## src/rtl/nbit_1x4_dispatch.sv

```systemverilog
// One-to-four dispatcher: each output owns a single-entry register slot loaded by in_sel.
// Optional per-slot delivered-word counters are built when DISPATCH_COUNT_EN is defined.
module nbit_1x4_dispatch #(
   parameter int N = 32
) (
   input  logic         clk,
   input  logic         rst_n,
   input  logic         flush,
   input  logic         in_valid,
   output logic         in_ready,
   input  logic [1:0]   in_sel,
   input  logic [N-1:0] in_data,
   output logic [3:0]   out_valid,
   input  logic [3:0]   out_ready,
   output logic [N-1:0] out_data0,
   output logic [N-1:0] out_data1,
   output logic [N-1:0] out_data2,
   output logic [N-1:0] out_data3
`ifdef DISPATCH_COUNT_EN
   ,
   output logic [63:0]  out_count
`endif
);

   // Handshake: a word moves on any cycle where valid && ready are both high at the
   // rising edge; valid never waits on ready, and ready may depend on the sink side.
   logic [3:0]   full;
   logic [N-1:0] slot_data [4];
   logic         accept;
   logic [3:0]   load;
   logic [3:0]   drain;

   // A slot can accept when empty or when it is being emptied this same cycle.
   always_comb begin
      in_ready = rst_n && (!full[in_sel] || out_ready[in_sel]) && !flush;
      accept   = in_valid && in_ready;
      load     = 4'b0000;
      if (accept) load[in_sel] = 1'b1;
      drain    = full & out_ready;
   end

   always_ff @(posedge clk or negedge rst_n) begin
      if (!rst_n) begin
         full <= 4'b0000;
      end else if (flush) begin
         full <= 4'b0000;
      end else begin
         full <= load | (full & ~drain);
      end
   end

   // Payload registers are only written on load, so they hold across drain and flush.
   always_ff @(posedge clk or negedge rst_n) begin
      if (!rst_n) begin
         for (int k = 0; k < 4; k++) slot_data[k] <= '0;
      end else begin
         for (int k = 0; k < 4; k++) begin
            if (load[k]) slot_data[k] <= in_data;
         end
      end
   end

   assign out_valid = full;
   assign out_data0 = slot_data[0];
   assign out_data1 = slot_data[1];
   assign out_data2 = slot_data[2];
   assign out_data3 = slot_data[3];

`ifdef DISPATCH_COUNT_EN
   logic [15:0] cnt [4];

   // Drains during flush still deliver a word, so flush does not gate counting.
   always_ff @(posedge clk or negedge rst_n) begin
      if (!rst_n) begin
         for (int k = 0; k < 4; k++) cnt[k] <= '0;
      end else begin
         for (int k = 0; k < 4; k++) begin
            if (drain[k]) cnt[k] <= cnt[k] + 16'd1;
         end
      end
   end

   assign out_count = {cnt[3], cnt[2], cnt[1], cnt[0]};
`endif

endmodule

```

## config.mk

```make
export PLATFORM = sky130hd
export DESIGN_NAME = nbit_1x4_dispatch
export DESIGN_NICKNAME = d
export VERILOG_FILES = /design/src/rtl/nbit_1x4_dispatch.sv
export SDC_FILE = /design/constraint.sdc
export NUM_CORES = 1
export LEC_CHECK = 0
export CAP_MARGIN = 20
export CORE_ASPECT_RATIO = 1.1
export CORE_MARGIN = 5
export CORE_UTILIZATION = 49
export DETAILED_ROUTE_END_ITERATION = 6
export PLACE_DENSITY = 0.85
export SLEW_MARGIN = 0
export SYNTH_ARGS = -nofsm -noshare
export SYNTH_HDL_FRONTEND = slang
export SYNTH_SLANG_ARGS = --single-unit
```

## constraint.sdc

```tcl
create_clock -name clk -period 2 [get_ports clk]
set_input_delay 0.4 -clock clk [delete_from_list [all_inputs] [get_ports clk]]
set_output_delay 0.4 -clock clk [all_outputs]
set_load 0.01 [all_outputs]
```

==> impl_results.md, run 1 <==
- Number of diodes: 0
- Drt total wl: 12.7 mm
- P per Cell Area: about 1200 nW/um2
- Status: finished with violations
- Tot Pwr: 9.16 mW
- # nets final: 544
- Vias in the first global route: around 3700
- First-pass GRT wire length: 20.5 mm
- Sink Count: 132
- Max cap viols: 0
- Post-route DRC: 0
- RSZ-0062 raised after global routing: yes
- CTS Buffer Depth: 2
- Primary FF master, synth: dfrtp_1
- Most instantiated library cell after synthesis: dfrtp_1
- # setup viols final: 1
- Crit path required time: 1.60 ns
- Chip height: 117 um
- Top cells by area, synth: dfrtp_1 64%, mux2_1 13%, mux2_4 8.8%
- Hold WS: about 0.13 ns
- Worst hold path class: input port to async pin
- VDD IR-drop max: approximately 0.91 mV
- Cells after synthesis: 299
- Antenna violations before repair: 0
- Number of synthesized flops with an enable pin: 0
- Yosys reg bits: 132
- Max Fanout on Critical Path: 2
- Die footprint: between 10000 and 15000 um2
- Startpoint type of the worst setup path: flip-flop
- # Post-CTS Setup Buffers: 0
- TNS Setup: -0.199 ns
- Achievable Freq: 455 MHz
- Post-DP HPWL: around 9 mm
- Yosys warns: 0
- Rows: 39
- Total grt overflow: 0
- Total CTS buffers: 17
- DR WL/cell: approximately 19 um
- Total number of vias: 3274
- Antenna-violating nets left: 0
- Leakage: 3.46 nW
- Router iterations before antenna repair: 4
- I/O pin count: about 180
- Drt via density: 4.98
- Endpoint class of the critical path: output port
- Die W: 108 um
- Sequential share of the synthesized area: 64.2%
- Post-Syn Nets: 341
- Port bufs: 174
- 1st-iter DRT viols: 59
- CTS tree: done
- Core ar.: 10300 um2
- Share of cells above drive strength 1: 25.8%
- Skew-Pair Late Insertion Delay: 0.40 ns
- Clk_skew: 0.00547 ns
- Syn_area_per_cell: 17.2 um2
- Pins Over Slew Limit: 0
- Yosys top cell area share: 64.2%
- Largest net degree at the start of global routing: 58
- Yosys top cell by area: dfrtp_1
- Clk slew on worst S/H paths: ~0.06 ns
- Total track usage: a little over a fifth
- R2R Setup Slk: 0.54 ns
- Tmin final: 2.20 ns
- Post-synth ARST share: 100%
- Hold violation count in the final report: 0
- Final period util: 110%
- Failing checks: setup timing
- Relative slew slack: 52.9%
- Mapped Area: 5150 um2
- Crit Path Category: flip-flop to output port
- Final setup margin: -0.199 ns
- Synthesis-to-layout area growth: 52.4%
- Worst-Margin Slew: 0.707 ns
- CTS root buffer: clkbuf_16
- Routability cong.: 0.761
- Netlist cell types: 19
- H-tree levels: 4
- Starting Density: 49.7%
- Final Cell Area: 7850 um2
- Top cells by count, synth: 132 x dfrtp_1, 59 x mux2_1, 39 x mux2_2
- CP arrival: 1.80 ns
- Area post-placement: between 7000 and 8000 um2
-- layer usage --
layer	global-route usage (%)	vias up	wire [um]
li1	-	1464	-
met1	24.4	1668	5020
met2	34.5	125	6400
met3	9.93	17	1110
met4	5.92	0	167
met5	0	-	0
-- layout make-up --
type                       count  area [um2]
sequential                   132        3300
fill                         649        2500
timing repair buffer         198        2010
multi-input combinational    153        1750
clock buffer                  23         468
tap                          143         179
clock inverter                 9         128
-- path summary, 6_finish.rpt --
check / end / cells past startpoint / from
setup / recovery: in_ready / 4 / out_valid[2]
hold / removal: out_data0[15] / 3 / rst_n
setup reg to reg: out_data1[22] / 5 / out_valid[1]
hold reg to reg: out_data3[9] / 1 / out_data3[9]
max in group asynchronous: out_data3[4] / 4 / rst_n
min in group clk: out_valid[2] / 3 / out_ready[2]
-- sequential cells by signal, indices dropped and copies added, names as in the netlist --
register / cells
out_data3: 32
out_data2: 32
out_data0: 32
out_valid: 4
out_data1: 32
-- what timing repair did --
action,CTS,global route
cloned,0,0
endpoints found under the setup margin,1,1
hold buffers,0,0
resized for setup,7,4
pin swaps,1,1
-- worst max-delay path: stages, from the launching register on --
cell and delay, ns:
dfrtp_1 0.40, nor4bb_4 0.16, or4b_4 0.53, a21oi_2 0.16, buf_2 0.16
-- where the power goes --
part           internal, mW  switching, mW
Clock                  2.02           1.08
Sequential             3.28          0.337
Combinational          1.55          0.886
Total                  6.85           2.31
-- cells by family (layout without fill, tap and decap cells) --
| logic type | count (synthesis) | after routing | synth area share [%] |
|---|---|---|---|
| and+or+nand+nor | 19 | 19 | 2.72 |
| muxes | 129 | 129 | 30.4 |
| DFF | 132 | 132 | 64.2 |
| buffers and inverters | 14 | 230 | 2.21 |
| AOI/OAI and AO/OA | 5 | 5 | 0.486 |
-- cell usage in the layout (no fill, tap or decap), drive strengths merged, types with 4 or more instances in the layout --
cell / instances
a21oi: 5
buf: 26
clkbuf: 23
clkdlybuf4s50: 169
dfrtp: 132
mux2: 128
nand2: 4
nand2b: 4
-- metrics by stage --
step	utilization [%]	worst slack, ns	cells
2_1_floorplan	-	0.367	299
3_3_place_gp	69.9	-0.558	626
3_5_place_dp	69.9	-0.656	626
4_1_cts	75.6	-0.186	658
5_1_grt	75.8	-0.234	658
6_report	75.8	-0.199	658
No activity file was read; power rests on OpenSTA's default activity.
==> run 2: changes to the inputs <==
--- a/config.mk
+++ b/config.mk
@@ -5,6 +5,7 @@
 export SDC_FILE = /design/constraint.sdc
 export NUM_CORES = 1
 export LEC_CHECK = 0
+export ABC_AREA = 1
 export CAP_MARGIN = 20
 export CORE_ASPECT_RATIO = 1.1
 export CORE_MARGIN = 5
==> run 2 against run 1 <==
Compared with the run above:
- the flow still finishes with violations (setup timing)
- via count rose by 45%
- design area shrank 0.80%
- synthesized cell count grew 98%
- die area grew 0.33%
- critical path depth rose by 6
- first-iteration DRC count rose to 4.6 times the previous value
- sequential share of layout area up 0.34 points
- routed wire length grew 25%
- maximum frequency grew 8.4%
==> impl_results.md, run 2 <==
- Status: finished with violations (unchanged)
- Failing checks: setup timing (unchanged)
- # Post-CTS Setup Buffers: 0 (unchanged)
- Hold violation count in the final report: 0 (unchanged)
- Drt via density: 5.07 (was 4.98)
- Share of cells above drive strength 1: 7.56% (was 25.8%)
- Pins Over Slew Limit: 0 (unchanged)
- Yosys warns: 0 (unchanged)
- First-pass GRT wire length: 25.4 mm (was 20.5 mm)
- Net Switching: 2.43 mW (was 2.31 mW)
- Cells after synthesis: 593 (was 299)
- Total grt overflow: 0 (unchanged)
- Top cells by count, synth: 402 x nand2_1, 132 x dfrtp_1, 13 x buf_4 (was 132 x dfrtp_1, 59 x mux2_1, 39 x mux2_2)
- Number of diodes: 0 (unchanged)
- Worst Path Buf+Inv: 2 (was 1)
- Clock power frac: 36.6% (was 33.9%)
- CP most frequent cell: nand2_1
- Worst hold path class: input port to async pin (unchanged)
- Crit path required time: 2.34 ns (was 1.60 ns)
- Sink Count: 132 (unchanged)
- Startpoint type of the worst setup path: input port (was flip-flop)
- Finished Layout Cells: 937 (was 658)
- Net Sw Frac: 27.1% (was 25.2%)
- Power Internal: 6.56 mW (was 6.85 mW)
- Mapped Area: 5160 um2 (was 5150 um2)
- CTS Buffer Depth: 2 (unchanged)
- Skew-Pair Late Insertion Delay: 0.40 ns (about the same)
- CP peak stage delay: 0.70 ns (was 0.53 ns)
- Starting Density: 49.9% (was 49.7%)
- Tot Pwr: 9.00 mW (was 9.16 mW)
- Crit Path Category: input port to flip-flop (was flip-flop to output port)
- I/O pin count: 175 (unchanged)
- Yosys top cell area share: 64.0% (was 64.2%)
- Synthesis-to-layout area growth: 50.7% (was 52.4%)
- CP arrival: 2.37 ns (was 1.80 ns)
- Sequential fraction of design power: 39.3% (was 39.5%)
- Final Cell Area: 7780 um2 (was 7850 um2)
- Primary FF master, synth: dfrtp_1 (unchanged)
- Netlist cell types: 13 (was 19)
- Number of synthesized flops with an enable pin: 0 (unchanged)
- Sequential share of the synthesized area: 64.0% (was 64.2%)
- # setup viols final: 2 (was 1)
- Clk slew on worst S/H paths: 0.06 ns (about the same)
- # nets final: 824 (was 544)
- Max Fanout on Critical Path: 32 (was 2)
- Leakage: 3.97 nW (was 3.46 nW)
- 1st-iter DRT viols: 272 (was 59)
- Endpoint class of the critical path: flip-flop (was output port)
- Antenna violations before repair: 0 (unchanged)
- Placed insts: 904 (was 626)
- TNS Setup: -0.0289 ns (was -0.199 ns)
- Combinational power share: 24.1% (was 26.6%)
- Relative slew slack: 41.8% (was 52.9%)
- DP Worst Slack: -0.609 ns (was -0.656 ns)
- Post-route DRC: 0 (unchanged)
- Chip height: 118 um (was 117 um)
- Hold WS: 0.0893 ns (was 0.129 ns)
- Worst path slowest cell: nor2_4 (was or4b_4)
- Largest net degree at the start of global routing: 89 (was 58)
- Die footprint: 12700 um2 (about the same)
- Router iterations before antenna repair: 5 (was 4)
- Core ar.: 10300 um2 (unchanged)
- Top cells by area, synth: dfrtp_1 64%, nand2_1 29%, buf_4 1.9% (was dfrtp_1 64%, mux2_1 13%, mux2_4 8.8%)
- Achievable Freq: 493 MHz (was 455 MHz)
- Fillers: 690 (was 649)
- VDD IR-drop max: 0.725 mV (was 0.908 mV)
- Syn_area_per_cell: 8.71 um2 (was 17.2 um2)
- Reg2reg end: out_data2[9] (was out_data1[22])
- Routability cong.: 0.867 (was 0.761)
- DR WL/cell: 17.0 um (was 19.3 um)
- Port bufs: 174 (unchanged)
- Worst R2R Path Depth: 10 (was 5)
- Worst-Margin Slew: 0.871 ns (was 0.707 ns)
- Layout Utilization: 75.2% (was 75.8%)
- Final period util: 101% (was 110%)
- Area post-placement: 7110 um2 (was 7230 um2)
- Post-DP HPWL: 10.9 mm (was 9.01 mm)
- RSZ-0062 raised after global routing: yes (unchanged)
- R2R Setup Slk: -0.02 ns (was 0.54 ns)
- Crit-path cells: clkdlybuf4s50_1 > nand3_1 > nand2_1 > nor2_1 > nand2_2 > buf_12 > nand3_4 > nor2_4 > nand2_1 > nand2_1 (was nor4bb_4 > or4b_4 > a21oi_2 > buf_2)
- Tmin final: 2.03 ns (was 2.20 ns)
- Crit Reg-Reg Startpoint: out_valid[1] (unchanged)
- Yosys reg bits: 132 (unchanged)
- Clk_skew: 0.00948 ns (was 0.00547 ns)
- Total number of vias: 4748 (was 3274)
- Final setup margin: -0.0280 ns (was -0.199 ns)
- Antenna-violating nets left: 0 (unchanged)
- CP top delay family: simple AND/OR/NAND/NOR gates (unchanged)
- Post-Syn Nets: 635 (was 341)
- Highest-count cells in the layout ignoring fill and taps: 402 x nand2_1, 168 x clkdlybuf4s50_1, 132 x dfrtp_1 (was 169 x clkdlybuf4s50_1, 132 x dfrtp_1, 59 x mux2_1)
- Post-synth ARST share: 100% (unchanged)
- Die W: 108 um (about the same)
- CTS root buffer: clkbuf_16 (unchanged)
- Commonest non-fill, non-tap cell in the layout: nand2_1 (was clkdlybuf4s50_1)
- Total track usage: 25.6% (was 21.0%)
- H-tree levels: 4 (unchanged)
- CTS tree: done (unchanged)
- Total CTS buffers: 17 (unchanged)
- Yosys top cell by area: dfrtp_1 (unchanged)
- Rows: 39 (unchanged)
- Drt total wl: 15.9 mm (was 12.7 mm)
- Max cap viols: 0 (unchanged)
- Vias in the first global route: 5001 (was 3717)
- Most instantiated library cell after synthesis: nand2_1 (was dfrtp_1)
- P per Cell Area: 1160 nW/um2 (was 1170 nW/um2)
[run 2: changes by cell type after synthesis, moves of 5 or more]
cell | before | now
buf_2 | 7 | 12
buf_4 | 0 | 13
buf_6 | 7 | 0
inv_1 | 0 | 11
mux2_1 | 59 | 0
mux2_2 | 39 | 0
mux2_4 | 30 | 0
nand2_1 | 4 | 402
nor2_1 | 0 | 5
[run 2: how the worst max path moves through the flow]
| stage | startpoint | end | slack [ns] | depth (start not counted) |
|---|---|---|---|---|
| 2_1_floorplan | in_sel[0] | in_ready | 0.46 | 8 |
| 3_3_place_gp | in_sel[0] | out_data1[1] | -0.52 | 12 |
| 3_5_place_dp | in_sel[1] | out_data3[26] | -0.61 | 10 |
| 4_1_cts | out_ready[3] | out_data1[4] | -0.04 | 10 |
| 5_1_grt | out_valid[1] | out_data3[23] | -0.15 | 10 |
| 6_report | out_ready[1] | out_data2[9] | -0.03 | 10 |
[run 2: kinds of logic after synthesis]
kind of cell / after synthesis / synth area share (%)
compound gates: 4 / 0.388
buf+inv: 36 / 3.85
flops: 132 / 64.0
simple gates: 421 / 31.8
[run 2: repair_timing]
action / CTS / global route
endpoints found under the hold margin: 0 / 8
endpoints found under the setup margin: 129 / 129
hold buffers: 0 / 1
resized for setup: 7 / 4
pin swaps: 12 / 52
[run 2: power by group through the flow]
stage	sequential, mW	combinational, mW	clock [mW]
final	3.54	2.17	3.29
after global routing	3.59	2.33	3.44
after CTS	3.53	2.19	3.31
after detailed placement	3.56	2.17	0
after global placement	3.54	2.10	0
after floorplan	3.77	0.468	0
[run 2: cell type report]
cell class / count / area, um2 / area share, %
multi-input combinational: 425 / 1670 / 21.5
clock inverter: 11 / 174 / 2.23
inverter: 11 / 41.3 / 0.531
sequential: 132 / 3300 / 42.4
timing repair buffer: 195 / 1960 / 25.2
tap: 143 / 179 / 2.30
clock buffer: 20 / 457 / 5.87
[run 2: layer usage]
| layer | global-route usage (%) | share of wire (%) | up-vias |
|---|---|---|---|
| met4 | 12.6 | 4.0 | 0 |
| met1 | 30.3 | 38 | 2319 |
| li1 | - | - | 2167 |
| met3 | 7.46 | 7.0 | 49 |
| met2 | 42.4 | 51 | 213 |
| met5 | 0 | 0 | - |
==> run 3: changes to the inputs <==
--- a/config.mk
+++ b/config.mk
@@ -8,10 +8,9 @@
 export ABC_AREA = 1
 export CAP_MARGIN = 20
 export CORE_ASPECT_RATIO = 1.1
-export CORE_MARGIN = 5
-export CORE_UTILIZATION = 49
+export CORE_UTILIZATION = 41
 export DETAILED_ROUTE_END_ITERATION = 6
-export PLACE_DENSITY = 0.85
+export PLACE_DENSITY = 0.76
 export SLEW_MARGIN = 0
 export SYNTH_ARGS = -nofsm -noshare
 export SYNTH_HDL_FRONTEND = slang
==> constraint.sdc (replaced) <==
create_clock -name clk -period 1.8 [get_ports clk]
set_input_delay 0.36 -clock clk [delete_from_list [all_inputs] [get_ports clk]]
set_output_delay 0.36 -clock clk [all_outputs]
set_load 0.01 [all_outputs]
==> run 3 against run 2 <==
Compared with the run above:
- the run still ends with setup timing left
- die area is 2.8% higher
- flip-flop and latch count stayed put
- critical path type is now input port to output port
- largest cell class unchanged
- sequential power grew 10%
==> impl_results.md, run 3 (synthesis results as in run 2) <==
- Status: finished with violations (unchanged)
- Failing checks: setup timing (unchanged)
- Drt total wl: 15.1 mm (was 15.9 mm)
- Antenna violations before repair: 0 (unchanged)
- R2R Setup Slk: 0.15 ns (was -0.02 ns)
- Tot Pwr: 9.78 mW (was 9.00 mW)
- Crit Path Category: input port to output port (was input port to flip-flop)
- Skew-Pair Late Insertion Delay: 0.40 ns (about the same)
- CTS root buffer: clkbuf_16 (unchanged)
- First-pass GRT wire length: 24.3 mm (was 25.4 mm)
- Hold path start: out_data1[13]
- Sequential fraction of design power: 39.9% (was 39.3%)
- Post-DP HPWL: 10.4 mm (was 10.9 mm)
- DR WL/cell: 15.7 um (was 17.0 um)
- Leakage: 4.01 nW (was 3.97 nW)
- Relative slew slack: 62.6% (was 41.8%)
- Achievable Freq: 543 MHz
- Finished Layout Cells: 959 (was 937)
- Tmin final: 1.84 ns
- CP Launch Point: out_ready[3] (was out_ready[1])
- Rows: 42 (was 39)
- Vias in the first global route: 4795 (was 5001)
- I/O pin count: 175 (unchanged)
- Hold violation count in the final report: 0 (unchanged)
- Layout Utilization: 64.9% (was 75.2%)
- Net Sw Frac: 26.5% (was 27.1%)
- RSZ-0062 raised after global routing: yes (unchanged)
- Max cap viols: 0 (unchanged)
- Final Cell Area: 7880 um2 (was 7780 um2)
- Die footprint: 13100 um2 (was 12700 um2)
- Total CTS buffers: 17 (unchanged)
- Reg area: 3300 um2 (unchanged)
- Post-route DRC: 0 (unchanged)
- Number of diodes: 0 (unchanged)
- Fillers: 981 (was 690)
- Combinational power share: 24.4% (was 24.1%)
- # setup viols final: 1 (was 2)
- CP arrival: 1.48 ns (was 2.37 ns)
- Area post-placement: 7250 um2 (was 7110 um2)
- Antenna-violating nets left: 0 (unchanged)
- Highest-count cells in the layout ignoring fill and taps: 401 x nand2_1, 169 x clkdlybuf4s50_1, 132 x dfrtp_1 (was 402 x nand2_1, 168 x clkdlybuf4s50_1, 132 x dfrtp_1)
- Crit-path cells: clkdlybuf4s50_1 > nand3_1 > nand2_1 > nor2_1 > nand2_2 > nand2_2 > nor2_2 > buf_2 (was clkdlybuf4s50_1 > nand3_1 > nand2_1 > nor2_1 > nand2_2 > buf_12 > nand3_4 > nor2_4 > nand2_1 > nand2_1)
- Crit path required time: 1.44 ns (was 2.34 ns)
- CP peak stage delay: 0.53 ns (was 0.70 ns)
- Worst Path Buf+Inv: 2 (unchanged)
- Die W: 109 um (was 108 um)
- Core ar.: 12100 um2 (was 10300 um2)
- TNS Setup: -0.0413 ns (was -0.0289 ns)
- Multi-input gate area: 1670 um2 (about the same)
- Share of cells above drive strength 1: 8.82% (was 7.56%)
- DP Worst Slack: -0.592 ns (was -0.609 ns)
- Router iterations before antenna repair: 4 (was 5)
- Total track usage: 24.5% (was 25.6%)
- CTS Buffer Depth: 2 (unchanged)
- Routability cong.: 0.815 (was 0.867)
- Clk slew on worst S/H paths: 0.05 ns (was 0.06 ns)
- Endpoint class of the critical path: output port (was flip-flop)
- Placed insts: 924 (was 904)
- Power Internal: 7.19 mW (was 6.56 mW)
- P per Cell Area: 1240 nW/um2 (was 1160 nW/um2)
- Sink Count: 132 (unchanged)
- Worst path slowest cell: clkdlybuf4s50_1 (was nor2_4)
- Worst-Margin Slew: 0.560 ns (was 0.871 ns)
- Total grt overflow: 0 (unchanged)
- Pins Over Slew Limit: 0 (unchanged)
- Max Fanout on Critical Path: 2 (was 32)
- Largest net degree at the start of global routing: 109 (was 89)
- Port bufs: 174 (unchanged)
- Starting Density: 42.5% (was 49.9%)
- Final period util: 102%
- VDD IR-drop max: 0.637 mV (was 0.725 mV)
- Synthesis-to-layout area growth: 52.5% (was 50.7%)
- Total number of vias: 4655 (was 4748)
- CTS tree: done (unchanged)
- Drt via density: 4.85 (was 5.07)
- Worst hold path class: flip-flop to flip-flop (was input port to async pin)
- Hold WS: 0.476 ns (was 0.0893 ns)
- CP most frequent cell: nand2_2 (was nand2_1)
- Clk_skew: 0.00970 ns (was 0.00948 ns)
- Chip height: 120 um (was 118 um)
- Commonest non-fill, non-tap cell in the layout: nand2_1 (unchanged)
- Clock power frac: 35.7% (was 36.6%)
- Net Switching: 2.59 mW (was 2.43 mW)
- H-tree levels: 4 (unchanged)
- Crit Reg-Reg Startpoint: out_valid[1] (unchanged)
- Final setup margin: -0.0413 ns (was -0.0280 ns)
- CP top delay family: buffers and inverters (was simple AND/OR/NAND/NOR gates)
- # nets final: 834 (was 824)
- 1st-iter DRT viols: 303 (was 272)
- Startpoint type of the worst setup path: input port (unchanged)
run 3: cell count changes in the layout (fill, tap and decap cells not counted), sizes merged:
cell	before	now
dlymetal6s2s	2	0
bufinv	4	3
clkinvlp	3	1
inv	13	11
clkbuf	20	24
clkdlybuf4s50	168	169
clkinv	2	5
buf	22	32
run 3: cell type report:
type,count,area share (%)
Clock buffer,23,6.07
Clock inverter,9,1.60
Inverter,11,0.524
Multi-Input combinational cell,425,21.2
Sequential cell,132,41.9
Tap cell,154,2.45
Timing Repair Buffer,205,26.3
run 3: timing repair:
| item | CTS | global route |
|---|---|---|
| cloned | 0 | 0 |
| hold endpoints to repair | 24 | 0 |
| resized for setup | 7 | 5 |
| buffers inserted | 1 | 1 |
| hold buffers | 1 | 0 |
| pin swaps | 0 | 6 |
| endpoints found under the setup margin | 3 | 1 |
run 3: per-layer routing:
metal	track usage, %	up-vias	wire, um
met5	0	-	0
met4	11.1	0	405
met3	6.25	28	1110
met2	38.6	195	7400
met1	31.5	2242	6180
li1	-	2190	-
run 3: final timing paths:
check                                endpoint  depth (start not counted)
worst min register to register  out_data1[13]                          2
min in group asynchronous        out_valid[3]                          3
worst max register to register   out_data1[5]                         11
worst min-delay path            out_data1[13]                          2
worst max-delay path                 in_ready                          8
max in group asynchronous       out_data2[27]                          3
run 3: worst register-to-register path, cell delays in order (launching register included):
cell     delay [ns]
dfrtp_1        0.42
nand2_1        0.08
nand2_1        0.05
nand2_1        0.05
nand2_1        0.06
nand2_2        0.07
buf_4          0.11
buf_6          0.11
nand4_1        0.16
buf_4          0.27
nand2_1        0.10
nand2_1        0.06
run 3: power groups by stage:
stage | clock [mW] | combinational (mW) | sequential, mW
detailed placement | 0 | 2.39 | 3.94
global placement | 0 | 2.34 | 3.92
CTS | 3.55 | 2.40 | 3.91
finish | 3.49 | 2.39 | 3.91
floorplan | 0 | 0.520 | 4.19
global route | 3.68 | 2.58 | 3.97
